[src/rtl/lc3_reg_wb_arb_pkg.sv]
`default_nettype none
// ============================================================================
//  Module      : lc3_reg_wb_arb_pkg
//  Description : Shared types and constants for the LC-3 register write-back
//                arbiter and its condition-code generator.
//  Revision    : 1.0 - initial release
// ============================================================================
package lc3_reg_wb_arb_pkg;

    // Arbiter sequencing states
    typedef enum logic [0:0] {
        ST_INIT = 1'b0,
        ST_RUN  = 1'b1
    } wb_state_t;

    // Request port indices
    localparam logic       c_port0     = 1'b0;
    localparam logic       c_port1     = 1'b1;

    // Condition codes {N,Z,P} after reset: Z set
    localparam logic [2:0] c_nzp_reset = 3'b010;

    // Number of general-purpose registers cleared by the init sequence
    localparam int         c_num_regs  = 8;

endpackage : lc3_reg_wb_arb_pkg
`default_nettype wire

[src/rtl/lc3_nzp_gen.sv]
`default_nettype none
// ============================================================================
//  Module      : lc3_nzp_gen
//  Description : Combinational condition-code generator. Maps a 16-bit value
//                to one-hot {N,Z,P}.
//  Revision    : 1.0 - initial release
// ============================================================================
module lc3_nzp_gen (
    input  logic [15:0] i_value,
    output logic [2:0]  o_nzp
);

    // Sign bit wins, then zero test, otherwise positive
    always_comb begin
        o_nzp = 3'b001;
        if (i_value[15]) begin
            o_nzp = 3'b100;
        end else if (i_value == 16'h0000) begin
            o_nzp = 3'b010;
        end
    end

endmodule : lc3_nzp_gen
`default_nettype wire

[src/rtl/lc3_reg_wb_arb.sv]
`default_nettype none
// ============================================================================
//  Module      : lc3_reg_wb_arb
//  Description : Two-port round-robin write-back arbiter for the LC-3 register
//                file, with a post-reset register clear sequence and
//                condition-code update on granted writes.
//  Revision    : 1.0 - initial release
// ============================================================================
module lc3_reg_wb_arb
    import lc3_reg_wb_arb_pkg::*;
#(
    parameter logic [15:0] INIT_VAL = 16'h0000,
    parameter bit          INIT_EN  = 1'b1
) (
    input  logic        clk,
    input  logic        reset,

    input  logic        req0_valid,
    input  logic [2:0]  req0_dr,
    input  logic [15:0] req0_data,
    input  logic        req0_setcc,
    output logic        req0_ready,

    input  logic        req1_valid,
    input  logic [2:0]  req1_dr,
    input  logic [15:0] req1_data,
    input  logic        req1_setcc,
    output logic        req1_ready,

    output logic        LD_REG,
    output logic [2:0]  DR,
    output logic [15:0] REGin,
    output logic [2:0]  NZP,
    output logic        init_busy
);

    localparam logic [2:0] c_last_idx = 3'(c_num_regs - 1);

    wb_state_t   r_state;
    logic [2:0]  r_cnt;
    logic        r_last;      // port granted most recently
    logic        r_ld_reg;
    logic [2:0]  r_dr;
    logic [15:0] r_regin;
    logic [2:0]  r_nzp;

    wb_state_t   w_state_nxt;
    logic [2:0]  w_cnt_nxt;
    logic        w_last_nxt;
    logic        w_ld_reg_nxt;
    logic [2:0]  w_dr_nxt;
    logic [15:0] w_regin_nxt;
    logic [2:0]  w_nzp_nxt;
    logic        w_grant0;
    logic        w_grant1;
    logic [15:0] w_sel_data;
    logic [2:0]  w_sel_nzp;

    // Condition codes for whichever port's data is being considered
    assign w_sel_data = w_grant1 ? req1_data : req0_data;

    lc3_nzp_gen u_nzp_gen (
        .i_value (w_sel_data),
        .o_nzp   (w_sel_nzp)
    );

    // State and output registers; reset forces clear-sequence start immediately
    always_ff @(posedge clk or posedge reset) begin
        if (reset) begin
            r_state  <= INIT_EN ? ST_INIT : ST_RUN;
            r_cnt    <= 3'd0;
            r_last   <= c_port1;
            r_ld_reg <= 1'b0;
            r_dr     <= 3'd0;
            r_regin  <= 16'h0000;
            r_nzp    <= c_nzp_reset;
        end else begin
            r_state  <= w_state_nxt;
            r_cnt    <= w_cnt_nxt;
            r_last   <= w_last_nxt;
            r_ld_reg <= w_ld_reg_nxt;
            r_dr     <= w_dr_nxt;
            r_regin  <= w_regin_nxt;
            r_nzp    <= w_nzp_nxt;
        end
    end

    // Next-state, grant and write-back selection
    always_comb begin
        w_state_nxt  = r_state;
        w_cnt_nxt    = r_cnt;
        w_last_nxt   = r_last;
        w_ld_reg_nxt = 1'b0;
        w_dr_nxt     = r_dr;
        w_regin_nxt  = r_regin;
        w_nzp_nxt    = r_nzp;
        w_grant0     = 1'b0;
        w_grant1     = 1'b0;

        case (r_state)
            ST_INIT: begin
                // Clear one register per cycle; requests simply wait
                w_ld_reg_nxt = 1'b1;
                w_dr_nxt     = r_cnt;
                w_regin_nxt  = INIT_VAL;
                w_cnt_nxt    = r_cnt + 3'd1;
                if (r_cnt == c_last_idx) begin
                    w_state_nxt = ST_RUN;
                end
            end
            default: begin
                // Round-robin: on a tie the port not granted last wins
                w_grant0 = req0_valid && (!req1_valid || (r_last == c_port1));
                w_grant1 = req1_valid && (!req0_valid || (r_last == c_port0));
                if (w_grant0) begin
                    w_ld_reg_nxt = 1'b1;
                    w_dr_nxt     = req0_dr;
                    w_regin_nxt  = req0_data;
                    w_last_nxt   = c_port0;
                    if (req0_setcc) begin
                        w_nzp_nxt = w_sel_nzp;
                    end
                end else if (w_grant1) begin
                    w_ld_reg_nxt = 1'b1;
                    w_dr_nxt     = req1_dr;
                    w_regin_nxt  = req1_data;
                    w_last_nxt   = c_port1;
                    if (req1_setcc) begin
                        w_nzp_nxt = w_sel_nzp;
                    end
                end
            end
        endcase
    end

    assign req0_ready = w_grant0;
    assign req1_ready = w_grant1;
    assign LD_REG     = r_ld_reg;
    assign DR         = r_dr;
    assign REGin      = r_regin;
    assign NZP        = r_nzp;
    assign init_busy  = (r_state == ST_INIT);

endmodule : lc3_reg_wb_arb
`default_nettype wire

[config.mk]
export PLATFORM = sky130hd
export DESIGN_NAME = lc3_reg_wb_arb
export DESIGN_NICKNAME = d
export VERILOG_FILES = /design/src/rtl/lc3_reg_wb_arb_pkg.sv /design/src/rtl/lc3_nzp_gen.sv /design/src/rtl/lc3_reg_wb_arb.sv
export SDC_FILE = /design/constraint.sdc
export NUM_CORES = 1
export LEC_CHECK = 0
export BUFFER_PORTS_ARGS = -buffer_cell sky130_fd_sc_hd__buf_4
export CORE_ASPECT_RATIO = 1.25
export CORE_MARGIN = 5
export CORE_UTILIZATION = 50
export CTS_BUF_LIST = sky130_fd_sc_hd__clkbuf_4 sky130_fd_sc_hd__clkbuf_8 sky130_fd_sc_hd__clkbuf_16
export CTS_CLUSTER_DIAMETER = 60
export DETAILED_ROUTE_END_ITERATION = 8
export GPL_TIMING_DRIVEN = 0
export PLACE_DENSITY = 0.84
export SLEW_MARGIN = 10
export SYNTH_ARGS = -nofsm -noshare
export SYNTH_HDL_FRONTEND = slang
export SYNTH_HIERARCHICAL = 1
export SYNTH_SLANG_ARGS = --single-unit
[constraint.sdc]
create_clock -name clk -period 3.7 [get_ports clk]
set_input_delay 0.74 -clock clk [delete_from_list [all_inputs] [get_ports clk]]
set_output_delay 0.74 -clock clk [all_outputs]
set_load 0.005 [all_outputs]
==> results.sh <==
export IMPL_total_power_mw=0.720
export IMPL_via_per_inst=5.53
export IMPL_syn_area_per_cell_um2=11.2
export IMPL_finalHoldViolCount=0
export IMPL_clock_path_buffers=2
export IMPL_drt_iter0_markers=28
export IMPL_drc=0
export IMPL_coreArea_um2=2970
export IMPL_n_antenna_cell=0
export IMPL_synthToLayoutAreaGrowth_pct=37.8
export IMPL_setup_viol=0
export IMPL_htreeDepth=1
export IMPL_fp_dieArea_um2=4360
export IMPL_fin_nets=259
export IMPL_numClockSinks=28
export IMPL_rows=22
export IMPL_min_period_over_period=0.726
export IMPL_synth_top_area_frac=0.416
export IMPL_worst_slew_pin_slew_ns=1.09
export IMPL_clk_latency_ns=0.33
export IMPL_clk_pin_slew_ns=0.16
export IMPL_drv_slew=0
export IMPL_grt_pass1_wl_um=6690
export IMPL_grt_pass1_vias=1485
export IMPL_critPathCaptureType="flop"
export IMPL_hold_class="flop to flop"
export IMPL_root_buffer="clkbuf_4"
export IMPL_start_kind="primary input"
export IMPL_post_cts_resized=0
export IMPL_detail_route_first_pass_iterations=4
export IMPL_synth_area_leaders="dfrtp_1 (42%), mux2_2 (13%), mux2i_1 (12%)"
export IMPL_fmax_mhz=372
export IMPL_worstPathArrival_ns=2.92
export IMPL_finalSetupTns_ns=0
export IMPL_synthesis_nets=186
export IMPL_yosys_area_top_type="dfrtp_1"
export IMPL_place_inst=244
export IMPL_grt_util_all_layers=0.199
export IMPL_r2r_slack_ns=1.07
export IMPL_ant_nets=0
export IMPL_netlist_instances=140
export IMPL_path_class="primary input to flop"
export IMPL_stdcell_count=248
export IMPL_r2r_cells=7
export IMPL_antenna_found_initial=0
export IMPL_stdcell_area_um2=2160
export IMPL_ir_drop_uv=272
export IMPL_power_density_nw_per_um2=334
export IMPL_postLayoutSetupSlackWorst_ns=1.01
export IMPL_cts_tree="done"
export IMPL_p_leak_nw=1.08
export IMPL_wl_um=4200
export IMPL_layout_common_cells="buf_4 (71), dfrtp_1 (26), mux2i_1 (19), mux2_2 (18)"
export IMPL_gp_congestion=0.784
export IMPL_ys_warn_count=6
export IMPL_postCtsHoldBufs=0
export IMPL_wl_per_cell_um=17.0
export IMPL_dieWidth_um=60.0
export IMPL_numCtsBuffers=3
export IMPL_start_util=0.527
export IMPL_synth_main_ff_cell="dfrtp_1"
export IMPL_pre_cts_slack_ns=0.638
export IMPL_ys_types=30
export IMPL_synth_async_reset_ratio=1.00
export IMPL_finClkSkew_ns=0.00326
export IMPL_ios=70
export IMPL_period_needed_ns=2.69
export IMPL_hold_path_cell_count=2
export IMPL_dpl_cell_area_um2=2120
export IMPL_rsz0062_at_grt="false"
export IMPL_slew_headroom=0.274
export IMPL_post_cts_setup_buffer_count=0
export IMPL_synth_edf_count=0
export IMPL_worstPathMaxFanout=10
export IMPL_vias=1371
export IMPL_grt_max_degree=29
export IMPL_drive_above_1_share=0.505
export IMPL_crit_required_ns=3.94
export IMPL_die_h_um=72.6
export IMPL_synth_seq_cells=28
export IMPL_status="completed"
export IMPL_grt_overflow_total=0
export IMPL_yosysSeqAreaShare=0.449
export IMPL_mostFrequentLayoutCell="buf_4"
export IMPL_synth_area_um2=1570
export IMPL_fillCellCount=225
export IMPL_cap_violations=0
export IMPL_dp_hpwl_um=3370
export IMPL_port_buffers=68
[logic make-up (layout without fill, tap and decap cells)]
| family | Yosys count | in the layout | synth area share |
|---|---|---|---|
| AND/OR/NAND/NOR | 28 | 28 | 0.0823 |
| multiplexers | 40 | 40 | 0.280 |
| flip-flops | 28 | 28 | 0.449 |
| AO/OA/AOI/OAI | 29 | 29 | 0.118 |
| buffers and inverters | 12 | 84 | 0.0487 |
| XOR/XNOR | 1 | 1 | 0.00560 |
| adder cells (fa/ha/maj) | 2 | 2 | 0.0160 |
[metrics by stage]
step,utilization,hold WS (ns)
2_1_floorplan,-,0.472
3_3_place_gp,0.713,0.465
3_5_place_dp,0.713,0.482
4_1_cts,0.726,0.515
5_1_grt,0.726,0.543
6_report,0.726,0.511
[path summary, 6_finish.rpt]
kind | startpoint | endpoint
max | req0_valid | NZP[0]
min | REGin[13] | REGin[13]
max in group asynchronous | reset | REGin[13]
max reg2reg | r_state | NZP[0]
min reg2reg | REGin[13] | REGin[13]
min in group asynchronous | reset | REGin[0]
[metal layers]
layer,routed length [um],GRT usage
met1,1600,0.234
met2,2190,0.361
met3,335,0.0285
met4,76,0.0640
met5,0,0
[cell type report]
cell class                 count  area (um2)  share of cell area
clock buffer                   4        36.3              0.0168
multi-input combinational    100         786               0.364
timing repair buffer          68         510               0.237
buffer                         8        61.3              0.0284
inverter                       4        15.0             0.00696
tap                           36        45.0              0.0209
sequential                    28         703               0.326
[state kept, by name, summed over array words and instances, names as in the netlist]
name     count
DR           3
LD_REG       1
NZP          3
REGin       16
r_cnt        3
r_last       1
r_state      1
[Yosys cell counts, types with 2 or more instances]
cell      n
o21ai_1   2
mux2_4    3
nor4_1    4
o22ai_1   2
inv_1     3
nand2_1  17
mux2_2   18
buf_4     3
dfstp_2   2
dfrtp_1  26
nor2_1    4
o21ai_0  17
a21oi_1   3
mux2i_1  19
ha_1      2
[power breakdown]
group	total (mW)	switching [mW]	internal, mW
sequential	0.358	0.0198	0.338
clock	0.153	0.0932	0.0602
combinational	0.208	0.0850	0.123
[critical path: stages]
cell and delay (ns):
clkbuf_2 0.15, a211oi_4 0.55, buf_6 0.24, mux2_2 0.35, nor4_1 0.41, a41oi_1 0.19
mux2_4 0.30
(Power assumes the default switching activity.)
